$ cat src/rtl/ex_redirect_ctrl.sv
// ex_redirect_ctrl
//
// Control block at the EX end of the ID/EX pipeline register. It looks at the
// decoded control flags that ID/EX presents to EX and produces three things:
//   * the PC redirect select for jumps, returns and taken branches,
//   * a multi-cycle flush that removes wrong-path instructions from IF/ID and
//     ID/EX after a redirect,
//   * a stall and req/ack handshake that sequences board-peripheral
//     operations (get row, send row, move/write shape), with a timeout.
//
// Optional feature: define EX_REDIRECT_PERF_EN to build the two 16-bit
// saturating performance counters (redirect cycles, stall cycles). When it is
// not defined, redirect_cnt and stall_cnt are tied to zero and no counter
// flops exist.
//
// Peripheral handshake (valid/ready style): periph_req is a level that stays
// high from the first REQ cycle until the cycle periph_ack is seen (or the
// timeout fires). periph_op is stable for the whole time periph_req is high.
// periph_ack is a single-cycle pulse; it is only honoured while periph_req is
// high and is ignored in every other state.

module ex_redirect_ctrl #(
  parameter int FLUSH_CYCLES = 2,   // cycles flush stays high, 1..3
  parameter int TIMEOUT      = 255, // REQ cycles before the op is abandoned
  parameter int TW           = 8    // timeout counter width, 2^TW > TIMEOUT
) (
  input  logic        clk,
  input  logic        rst,                   // asynchronous, active low
  input  logic        isJ_ex,
  input  logic        isJAL_ex,
  input  logic        isReturn_ex,
  input  logic        isBR_ex,
  input  logic        br_taken,
  input  logic        ifGetRow_ex,
  input  logic        ifSendRow_ex,
  input  logic        isMoveOrWriteShape_ex,
  input  logic        periph_ack,
  output logic        redirect,
  output logic        flush,
  output logic        stall,
  output logic        periph_req,
  output logic [1:0]  periph_op,
  output logic        periph_timeout,
  output logic [15:0] redirect_cnt,
  output logic [15:0] stall_cnt
);

  // FSM encoding
  localparam logic [1:0] S_IDLE    = 2'd0;
  localparam logic [1:0] S_REQ     = 2'd1;
  localparam logic [1:0] S_RELEASE = 2'd2;

  // Peripheral operation codes
  localparam logic [1:0] OP_NONE  = 2'b00;
  localparam logic [1:0] OP_GET   = 2'b01;
  localparam logic [1:0] OP_SEND  = 2'b10;
  localparam logic [1:0] OP_SHAPE = 2'b11;

  // Flush counter reload value and the last REQ count before giving up.
  // REQ lasts at most TIMEOUT cycles: the counter holds 0 in the first REQ
  // cycle and TIMEOUT-1 in the last one.
  localparam logic [1:0]    FLUSH_LOAD   = 2'(FLUSH_CYCLES);
  localparam logic [TW-1:0] TIMEOUT_LAST = TW'(TIMEOUT - 1);

  // State registers
  logic [1:0]    flush_cnt_q, flush_cnt_d;
  logic [1:0]    state_q,     state_d;
  logic [1:0]    op_q,        op_d;
  logic [TW-1:0] tcnt_q,      tcnt_d;
  logic          timeout_q,   timeout_d;

  // Decoded EX-stage intent
  logic          jump_taken;
  logic          op_flag;
  logic          pop;
  logic [1:0]    op_sel;

  // Decode control-flow and peripheral intent from the ID/EX flags. Both are
  // masked by flush, because the instruction in EX is wrong-path then, and by
  // reset so nothing leaks out while reset is held.
  always_comb begin
    jump_taken = isJ_ex | isJAL_ex | isReturn_ex | (isBR_ex & br_taken);
    op_flag    = ifGetRow_ex | ifSendRow_ex | isMoveOrWriteShape_ex;
    flush      = (flush_cnt_q != 2'd0);
    redirect   = rst & jump_taken & ~flush;
    pop        = rst & op_flag & ~flush;
  end

  // Fixed priority when several op flags are set: getRow > sendRow > shape.
  always_comb begin
    op_sel = OP_NONE;
    if (ifGetRow_ex) begin
      op_sel = OP_GET;
    end else if (ifSendRow_ex) begin
      op_sel = OP_SEND;
    end else if (isMoveOrWriteShape_ex) begin
      op_sel = OP_SHAPE;
    end
  end

  // Flush counter: a redirect loads it, otherwise it counts down to zero.
  always_comb begin
    flush_cnt_d = flush_cnt_q;
    if (redirect) begin
      flush_cnt_d = FLUSH_LOAD;
    end else if (flush_cnt_q != 2'd0) begin
      flush_cnt_d = flush_cnt_q - 2'd1;
    end
  end

  // Peripheral sequencer: next state, held op, timeout count and outputs.
  always_comb begin
    state_d    = state_q;
    op_d       = op_q;
    tcnt_d     = tcnt_q;
    timeout_d  = timeout_q;
    stall      = 1'b0;
    periph_req = 1'b0;
    periph_op  = OP_NONE;
    case (state_q)
      S_IDLE: begin
        // The op is stalled in EX from the very cycle it is seen.
        if (pop) begin
          stall   = 1'b1;
          op_d    = op_sel;
          tcnt_d  = '0;
          state_d = S_REQ;
        end
      end
      S_REQ: begin
        stall      = 1'b1;
        periph_req = 1'b1;
        periph_op  = op_q;
        tcnt_d     = tcnt_q + TW'(1);
        // An ack in the last allowed cycle still counts as success.
        if (periph_ack) begin
          state_d = S_RELEASE;
        end else if (tcnt_q == TIMEOUT_LAST) begin
          timeout_d = 1'b1;
          state_d   = S_RELEASE;
        end
      end
      S_RELEASE: begin
        // Stall drops so the held instruction leaves EX; its flags may still
        // be visible this cycle, so IDLE is entered without looking at pop.
        op_d    = OP_NONE;
        state_d = S_IDLE;
      end
      default: begin
        state_d = S_IDLE;
        op_d    = OP_NONE;
      end
    endcase
  end

  // Control state registers with asynchronous active-low reset.
  always_ff @(posedge clk or negedge rst) begin
    if (!rst) begin
      flush_cnt_q <= 2'd0;
      state_q     <= S_IDLE;
      op_q        <= OP_NONE;
      tcnt_q      <= '0;
      timeout_q   <= 1'b0;
    end else begin
      flush_cnt_q <= flush_cnt_d;
      state_q     <= state_d;
      op_q        <= op_d;
      tcnt_q      <= tcnt_d;
      timeout_q   <= timeout_d;
    end
  end

  assign periph_timeout = timeout_q;

`ifdef EX_REDIRECT_PERF_EN
  logic [15:0] redirect_cnt_q;
  logic [15:0] stall_cnt_q;

  // Saturating counts of redirect cycles and stall cycles.
  always_ff @(posedge clk or negedge rst) begin
    if (!rst) begin
      redirect_cnt_q <= 16'h0000;
      stall_cnt_q    <= 16'h0000;
    end else begin
      if (redirect && (redirect_cnt_q != 16'hFFFF)) begin
        redirect_cnt_q <= redirect_cnt_q + 16'h0001;
      end
      if (stall && (stall_cnt_q != 16'hFFFF)) begin
        stall_cnt_q <= stall_cnt_q + 16'h0001;
      end
    end
  end

  assign redirect_cnt = redirect_cnt_q;
  assign stall_cnt    = stall_cnt_q;
`else
  assign redirect_cnt = 16'h0000;
  assign stall_cnt    = 16'h0000;
`endif

endmodule
$ cat config.mk
export PLATFORM = sky130hd
export DESIGN_NAME = ex_redirect_ctrl
export DESIGN_NICKNAME = d
export VERILOG_FILES = /design/src/rtl/ex_redirect_ctrl.sv
export SDC_FILE = /design/constraint.sdc
export NUM_CORES = 1
export LEC_CHECK = 0
export ABC_AREA = 0
export BUFFER_PORTS_ARGS = -buffer_cell sky130_fd_sc_hd__buf_2
export CAP_MARGIN = 0
export CORE_MARGIN = 2
export CORE_UTILIZATION = 24
export CTS_CLUSTER_SIZE = 25
export DETAILED_ROUTE_END_ITERATION = 12
export GPL_TIMING_DRIVEN = 0
export SYNTH_ARGS = -nofsm -noshare
export SYNTH_HDL_FRONTEND = slang
export SYNTH_SLANG_ARGS = --single-unit
$ cat constraint.sdc
create_clock -name clk -period 1.95 [get_ports clk]
set_input_delay 0.39 -clock clk [delete_from_list [all_inputs] [get_ports clk]]
set_output_delay 0.39 -clock clk [all_outputs]
set_load 0.05 [all_outputs]
==> flow_metrics.env, run 1 <==
export IMPL_synth_mux_area_frac=0.0282
export IMPL_crit_required_ps=1560
export IMPL_post_route_util=0.340
export IMPL_drt_wl_total_mm=2.05
export IMPL_viasPerCell=3.78
export IMPL_clock_root_buffer="clkbuf_8"
export IMPL_gp_congestion=0.713
export IMPL_yosysMostFrequentCell="buf_4"
export IMPL_synth_edf_count=0
export IMPL_drc=0
export IMPL_ys_flop_type="dfrtp_1"
export IMPL_grt_pass1_wl_mm=3.13
export IMPL_dpl_cell_count=218
export IMPL_skew_ps=3.28
export IMPL_die_area_um2=4990
export IMPL_clock_fmax_mhz=530
export IMPL_crit_path_top_delay_cell="dfrtp_1"
export IMPL_yosysUniqueCellTypes=30
export IMPL_synth_simple_area_share=0.114
export IMPL_placed_area_um2=1340
export IMPL_clk_pin_slew_ps=60
export IMPL_ys_top_cells_by_area="dfrtp_1, buf_4, inv_1, o211ai_1, ha_1"
export IMPL_grt_overflow_total=0
export IMPL_first_global_vias=694
export IMPL_final_cells=229
export IMPL_synthCells=118
export IMPL_avgSynthCellArea_um2=9.02
export IMPL_cts_made_buffers=3
export IMPL_synth_top_family_by_area="buffers and inverters"
export IMPL_synth_common_cells="buf_4, dfrtp_1, inv_1, o211ai_1, nor2_1"
export IMPL_crit_chain="nand2b_1 -> buf_6 -> clkinvlp_4 -> and2_2 -> buf_4"
export IMPL_synth_seq_area_share=0.353
export IMPL_cp_max_fo=10
export IMPL_clockBufferDepth=2
export IMPL_synth_top_area_frac=0.353
export IMPL_htree_levels=1
export IMPL_wl_per_cell_um=8.94
export IMPL_hold_viol=0
export IMPL_insertion_delay_ps=250
export IMPL_async_reset_ff_frac=1.00
export IMPL_critPathCaptureType="primary output"
export IMPL_grt_max_degree=19
export IMPL_yosysTopAreaCell="dfrtp_1"
export IMPL_first_pass_iters=4
export IMPL_cp_arrival_ps=1500
export IMPL_maxCapViolCount=0
export IMPL_nets=192
export IMPL_antenna_found_initial=0
export IMPL_dieHeight_um=70.6
export IMPL_synth_xor_area_frac=0
export IMPL_finalMaxSlewViolations=0
export IMPL_r2r_cells=5
export IMPL_synth_compound_area_share=0.177
export IMPL_vdd_drop_max_mv=0.384
export IMPL_rr_startpoint="flush_cnt_q[0]"
export IMPL_hold_ws_ps=33.4
export IMPL_vias=866
export IMPL_fin_tns_setup_ps=0
export IMPL_period_needed_ps=1890
export IMPL_synthAdderAreaFrac=0.0353
export IMPL_critPathLaunchType="flop"
export IMPL_final_setup_worst_slack_ps=64.8
export IMPL_cts_hold_buf=0
export IMPL_clock_sinks=15
export IMPL_final_cell_area_um2=1470
export IMPL_cts_tree="done"
export IMPL_area_delta_synth_final_pct=38.1
export IMPL_criticalPathCategory="reg -> out"
export IMPL_dieWidth_um=70.6
export IMPL_drive_gt1_frac=0.407
export IMPL_dpl_hpwl_mm=1.53
export IMPL_setup_viol=0
export IMPL_core_um2=4320
export IMPL_ys_ff_latch=15
export IMPL_ys_warnings_count=0
export IMPL_pre_cts_ws_ps=-195
export IMPL_drtIter0Drc=33
export IMPL_port_buffers=17
export IMPL_worstSetupStartpoint="state_q[0]"
export IMPL_outcome="complete, no violations"
export IMPL_rows=24
export IMPL_cp_slowest_stage_delay_ps=450
export IMPL_syn_area_um2=1060
export IMPL_antenna_left=0
export IMPL_cellPowerDensity_nw_per_um2=1250
export IMPL_antenna_cells=0
export IMPL_finalCritPeriodShare=0.967
export IMPL_initial_core_util=0.246
export IMPL_min_path_type="in -> async"
export IMPL_p_leak_nw=0.766
export IMPL_power_total_mw=1.84
export IMPL_grt_use_total=0.0793
export IMPL_io_pins=50
cell families after synthesis:
family,count (synthesis)
AOI/OAI and AO/OA,25
and+or+nand+nor,23
DFF,15
buffers and inverters,48
adders and majority gates,3
other,1
muxes,3
per-layer routing:
metal  part of all wire  vias to the layer above  global-route usage
met4             0.0020                        0             0.00629
met2               0.44                       28               0.122
li1                   -                      462                   -
met3               0.11                        2              0.0499
met5                  0                        -                   0
met1               0.45                      374              0.0996
timing repair:
action,in CTS,in global routing
pin swaps,1,2
buffers inserted,1,6
endpoints found under the setup margin,2,2
gates resized for setup,6,5
state kept, by name (all words and copies together), names as in the netlist:
signal / flops
op_q: 2
state_q: 2
flush_cnt_q: 2
periph_timeout: 1
tcnt_q: 8
final timing paths:
path                                   to  slack, ps
setup reg to reg                tcnt_q[1]        420
setup / recovery             periph_op[0]         60
min in group clk                  op_q[1]        350
hold reg to reg            periph_timeout        470
max in group asynchronous      state_q[1]       1680
hold / removal                  tcnt_q[5]         30
critical path: cells and delay by family (launching register included):
family                 cells  cell delay (ps)
DFF                        1              450
and+or+nand+nor            2              330
buffers and inverters      3              470
power by group:
part	leakage [nW]	total [mW]	switching (mW)	internal [mW]
clock	0.0228	0.251	0.106	0.145
combinational	0.552	1.03	0.640	0.395
sequential	0.191	0.555	0.121	0.433
cell type report:
class,count,area (um^2)
buffer,33,251
clock buffer,4,45.0
fill,459,2850
inverter,15,60.1
multi-input combinational,86,523
sequential,15,377
tap,52,65.1
timing repair buffer,24,149
cell usage in the layout (no fill, tap or decap), drive strengths merged, types with 2 or more instances in the layout:
master / Yosys / layout
and2: 2 / 2
o21ai: 5 / 5
conb: 1 / 32
nor2: 6 / 6
nand3: 3 / 3
ha: 3 / 3
inv: 15 / 14
mux2i: 3 / 3
or4: 3 / 3
o211ai: 7 / 7
dfrtp: 15 / 15
nand2: 4 / 4
buf: 33 / 56
clkbuf: 0 / 5
o22ai: 3 / 3
(Power assumes the default switching activity.)
==> run 2: changes to the inputs <==
==> constraint.sdc (replaced) <==
create_clock -name clk -period 2 [get_ports clk]
set_input_delay 0.4 -clock clk [delete_from_list [all_inputs] [get_ports clk]]
set_output_delay 0.4 -clock clk [all_outputs]
set_load 0.05 [all_outputs]
==> run 2 against run 1 <==
Routed wire length fell by 6.8%. Final area fell by 3.5%. Setup slack improved by 60 ps. Critical path depth did not move. Count of clock-buffer cells in the layout did not move. Combinational power fell by 11%. Die area did not move. Core utilization fell by 1.2 points. Clock skew fell by 0.75 ps. Sequential power fell by 4.5%. Via count fell by 3.5%. Clock power fell by 3%.
==> flow_metrics.env, run 2 (synthesis results as in run 1) <==
export IMPL_p_int_mw=0.885
export IMPL_finalMaxSlewViolations=0
export IMPL_skew_ps=2.53
export IMPL_nets=187
export IMPL_first_global_vias=664
export IMPL_drt_wl_total_mm=1.91
export IMPL_clockBufferDepth=2
export IMPL_viasPerCell=3.73
export IMPL_dieWidth_um=70.6
export IMPL_maxCapViolCount=0
export IMPL_hold_viol=0
export IMPL_htree_levels=1
export IMPL_crit_path_top_delay_cell="dfrtp_1"
export IMPL_crit_chain="nand2b_1 -> buf_6 -> clkinvlp_4 -> and2_1 -> buf_4"
export IMPL_clockPowerShare=0.144
export IMPL_finalCritPeriodShare=0.938
export IMPL_gp_congestion=0.739
export IMPL_p_seq_frac=0.313
export IMPL_core_um2=4320
export IMPL_clock_fmax_mhz=533
export IMPL_antenna_left=0
export IMPL_p_comb_frac=0.544
export IMPL_io_pins=50
export IMPL_cp_max_fo=10
export IMPL_vias=836
export IMPL_dpl_cell_count=218
export IMPL_initial_core_util=0.246
export IMPL_vdd_drop_max_mv=0.324
export IMPL_rows=24
export IMPL_largest_register="tcnt_q"
export IMPL_final_cell_mix="buf_4, conb_1, buf_2"
export IMPL_p_leak_nw=0.739
export IMPL_switching_share=0.477
export IMPL_grt_max_degree=19
export IMPL_first_pass_iters=4
export IMPL_placed_area_um2=1340
export IMPL_clock_sinks=15
export IMPL_power_total_mw=1.69
export IMPL_cts_tree="done"
export IMPL_wl_per_cell_um=8.52
export IMPL_insertion_delay_ps=240
export IMPL_min_path_type="in -> async"
export IMPL_drc=0
export IMPL_port_buffers=17
export IMPL_antenna_cells=0
export IMPL_grt_use_total=0.0783
export IMPL_drive_gt1_frac=0.372
export IMPL_fin_tns_setup_ps=0
export IMPL_drtIter0Drc=42
export IMPL_critPathLaunchType="flop"
export IMPL_crit_required_ps=1600
export IMPL_period_needed_ps=1880
export IMPL_clock_root_buffer="clkbuf_8"
export IMPL_dieHeight_um=70.6
export IMPL_outcome="complete, no violations"
export IMPL_cp_arrival_ps=1480
export IMPL_antenna_found_initial=0
export IMPL_grt_pass1_wl_mm=3.08
export IMPL_final_cell_area_um2=1420
export IMPL_largest_register_ffs=8
export IMPL_grt_overflow_total=0
export IMPL_final_cells=224
export IMPL_clk_pin_slew_ps=60
export IMPL_rsz0062_at_grt="false"
export IMPL_dpl_hpwl_mm=1.50
export IMPL_die_area_um2=4990
export IMPL_cts_made_buffers=3
export IMPL_cellPowerDensity_nw_per_um2=1190
export IMPL_cp_slowest_stage_delay_ps=430
export IMPL_power_switching_mw=0.809
export IMPL_layout_commonest_cell="buf_4"
export IMPL_setup_viol=0
export IMPL_critPathCaptureType="primary output"
export IMPL_criticalPathCategory="reg -> out"
export IMPL_area_delta_synth_final_pct=33.3
run 2: per-stage QoR:
step | hold WS, ps | util | setup slack [ps]
after floorplan | 104 | - | -21.9
after global placement | 349 | 0.310 | -156
after detailed placement | 353 | 0.310 | -144
after CTS | 84.2 | 0.325 | 2.68
after global routing | 105 | 0.328 | 13.1
final | 73.0 | 0.328 | 125
run 2: layer usage:
| layer | up-vias | routed length [um] | GRT usage |
|---|---|---|---|
| met5 | - | 0 | 0 |
| met4 | 0 | 7 | 0.0189 |
| met3 | 2 | 159 | 0.0385 |
| met2 | 28 | 842 | 0.116 |
| met1 | 355 | 900 | 0.103 |
| li1 | 451 | - | - |
run 2: area by class of cell:
cell class | count | area (um^2)
Inverter | 15 | 60.1
Sequential cell | 15 | 377
Fill cell | 454 | 2910
Timing Repair Buffer | 19 | 109
Buffer | 33 | 251
Multi-Input combinational cell | 86 | 512
Tap cell | 52 | 65.1
Clock buffer | 4 | 45.0
run 2: critical path, delay by kind of cell (launching register included):
family / cells / cell delay (ps)
buffers and inverters: 3 / 500
flip-flops: 1 / 430
AND/OR/NAND/NOR: 2 / 300
run 2: worst paths after layout:
| check | from | end | slack, ps | cells past startpoint |
|---|---|---|---|---|
| worst max-delay path | state_q[0] | periph_op[0] | 120 | 5 |
| worst min-delay path | rst | tcnt_q[5] | 70 | 1 |
| worst max register to register | flush_cnt_q[0] | tcnt_q[1] | 390 | 5 |
| worst min register to register | periph_timeout | periph_timeout | 470 | 2 |
| max in group asynchronous | rst | state_q[1] | 1610 | 1 |
| min in group clk | periph_ack | periph_timeout | 360 | 2 |
run 2: repair_timing:
item,CTS,global route
gates cloned,0,0
setup endpoints to repair,2,3
hold buffers,0,0
buffers inserted,1,1
gates resized for setup,4,3
pin swaps,1,1
run 2: power by group through the flow:
stage          registers, mW  clock network (mW)  logic, mW
2_1_floorplan          0.513                   0      0.718
3_3_place_gp           0.543                   0      0.847
3_5_place_dp           0.543                   0      0.854
4_1_cts                0.538               0.254      0.904
5_1_grt                0.550               0.269       1.00
6_report               0.530               0.243      0.921
==> run 3: changes to the inputs <==
--- a/config.mk
+++ b/config.mk
@@ -8,7 +8,7 @@
 export ABC_AREA = 0
 export BUFFER_PORTS_ARGS = -buffer_cell sky130_fd_sc_hd__buf_2
 export CAP_MARGIN = 0
-export CORE_MARGIN = 2
+export CORE_MARGIN = 4
 export CORE_UTILIZATION = 24
 export CTS_CLUSTER_SIZE = 25
 export DETAILED_ROUTE_END_ITERATION = 12
==> run 3 against run 2 <==
Routed wire length rose by 13%. Core utilization is 1.4 points higher. First-iteration DRC count stayed put. Maximum frequency is 2.5% lower. Via count increased by 2.6%. Global-route usage grew 0.32 points. Setup slack lost 48 ps. Total power increased by 2.6%. Register-to-register slack improved by 20 ps. Largest power group unchanged. Highest routed layer unchanged.
==> flow_metrics.env, run 3 (synthesis results as in run 1) <==
export IMPL_grt_max_degree=19
export IMPL_final_cells=221
export IMPL_power_total_mw=1.74
export IMPL_drt_wl_total_mm=2.16
export IMPL_dpl_cell_count=216
export IMPL_period_needed_ps=1920
export IMPL_cp_arrival_ps=1520
export IMPL_crit_chain="nand2b_1 -> buf_6 -> clkinvlp_4 -> and2_1 -> buf_4"
export IMPL_drc=0
export IMPL_io_pins=50
export IMPL_criticalPathCategory="reg -> out"
export IMPL_finalCritPeriodShare=0.962
export IMPL_clk_pin_slew_ps=60
export IMPL_critPathLaunchType="flop"
export IMPL_final_cell_mix="buf_4, conb_1, buf_2"
export IMPL_vdd_drop_max_mv=0.280
export IMPL_grt_use_total=0.0815
export IMPL_clockBufferDepth=2
export IMPL_crit_path_top_delay_cell="dfrtp_2"
export IMPL_dieWidth_um=74.6
export IMPL_skew_ps=2.50
export IMPL_cp_max_fo=10
export IMPL_cts_made_buffers=3
export IMPL_first_pass_iters=4
export IMPL_rsz0062_at_grt="false"
export IMPL_largest_register_ffs=8
export IMPL_dieHeight_um=74.6
export IMPL_grt_pass1_wl_mm=3.42
export IMPL_viasPerCell=3.88
export IMPL_cts_hold_buf=0
export IMPL_first_global_vias=762
export IMPL_setup_viol=0
export IMPL_drive_gt1_frac=0.368
export IMPL_wl_per_cell_um=9.79
export IMPL_nets=186
export IMPL_antenna_found_initial=0
export IMPL_core_um2=4140
export IMPL_largest_register="tcnt_q"
export IMPL_clock_sinks=15
export IMPL_final_cell_area_um2=1420
export IMPL_initial_core_util=0.257
export IMPL_vias=858
export IMPL_finalMaxSlewViolations=0
export IMPL_clock_root_buffer="clkbuf_8"
export IMPL_gp_congestion=0.726
export IMPL_dpl_hpwl_mm=1.69
export IMPL_min_path_type="in -> async"
export IMPL_critPathTopFamily="buffers and inverters"
export IMPL_maxCapViolCount=0
export IMPL_grt_overflow_total=0
export IMPL_htree_levels=1
export IMPL_insertion_delay_ps=250
export IMPL_rows=23
export IMPL_outcome="complete, no violations"
export IMPL_drtIter0Drc=42
export IMPL_hold_ws_ps=65.7
export IMPL_critPathCaptureType="primary output"
export IMPL_antenna_cells=0
export IMPL_cts_tree="done"
export IMPL_die_area_um2=5570
export IMPL_area_delta_synth_final_pct=33.3
export IMPL_layout_commonest_cell="buf_4"
export IMPL_cp_slowest_stage_delay_ps=440
export IMPL_clock_fmax_mhz=520
export IMPL_cellPowerDensity_nw_per_um2=1220
export IMPL_p_leak_nw=0.734
export IMPL_antenna_left=0
export IMPL_port_buffers=17
export IMPL_placed_area_um2=1340
export IMPL_path_buf_inv=3
export IMPL_crit_required_ps=1600
export IMPL_hold_viol=0
-- run 3: worst paths after layout --
kind,from,cells past startpoint,slack (ps),endpoint
worst max-delay path,state_q[1],5,80,periph_op[0]
worst min-delay path,rst,1,70,tcnt_q[4]
worst max register to register,flush_cnt_q[0],5,410,tcnt_q[1]
worst min register to register,periph_timeout,2,470,periph_timeout
max in group asynchronous,rst,1,1630,state_q[1]
min in group clk,periph_ack,2,350,periph_timeout
-- run 3: layout make-up --
type,instances,area [um^2]
flip-flops and latches,15,377
inverters,15,60.1
clock buffers,4,45.0
multi-input cells,86,522
well taps,50,62.6
repair buffers,18,101
fillers,441,2730
plain buffers,33,251
-- run 3: power breakdown --
group	total [mW]	leakage, nW	internal [mW]	switching (mW)
Sequential	0.545	0.191	0.422	0.123
Clock	0.248	0.0228	0.141	0.107
Combinational	0.944	0.521	0.333	0.612
-- run 3: routing by layer --
layer  vias up  track usage  part of all wire
li1        453            -                 -
met1       370        0.103              0.45
met2        31        0.115              0.43
met3         4       0.0311              0.10
met4         0       0.0534             0.016
met5         -            0                 0
-- run 3: what timing repair did --
action | CTS | global route
buffers inserted | 1 | 0
gates cloned | 0 | 0
setup endpoints to repair | 2 | 2
pin swaps | 1 | 1
gates resized for setup | 4 | 4
-- run 3: through the flow --
stage	setup TNS (ps)	setup WS, ps	utilization
2_1_floorplan	-21.9	-21.9	-
5_1_grt	0	0.608	0.342
4_1_cts	0	6.43	0.338
3_5_place_dp	-151	-151	0.323
6_report	0	76.6	0.342
3_3_place_gp	-164	-164	0.323
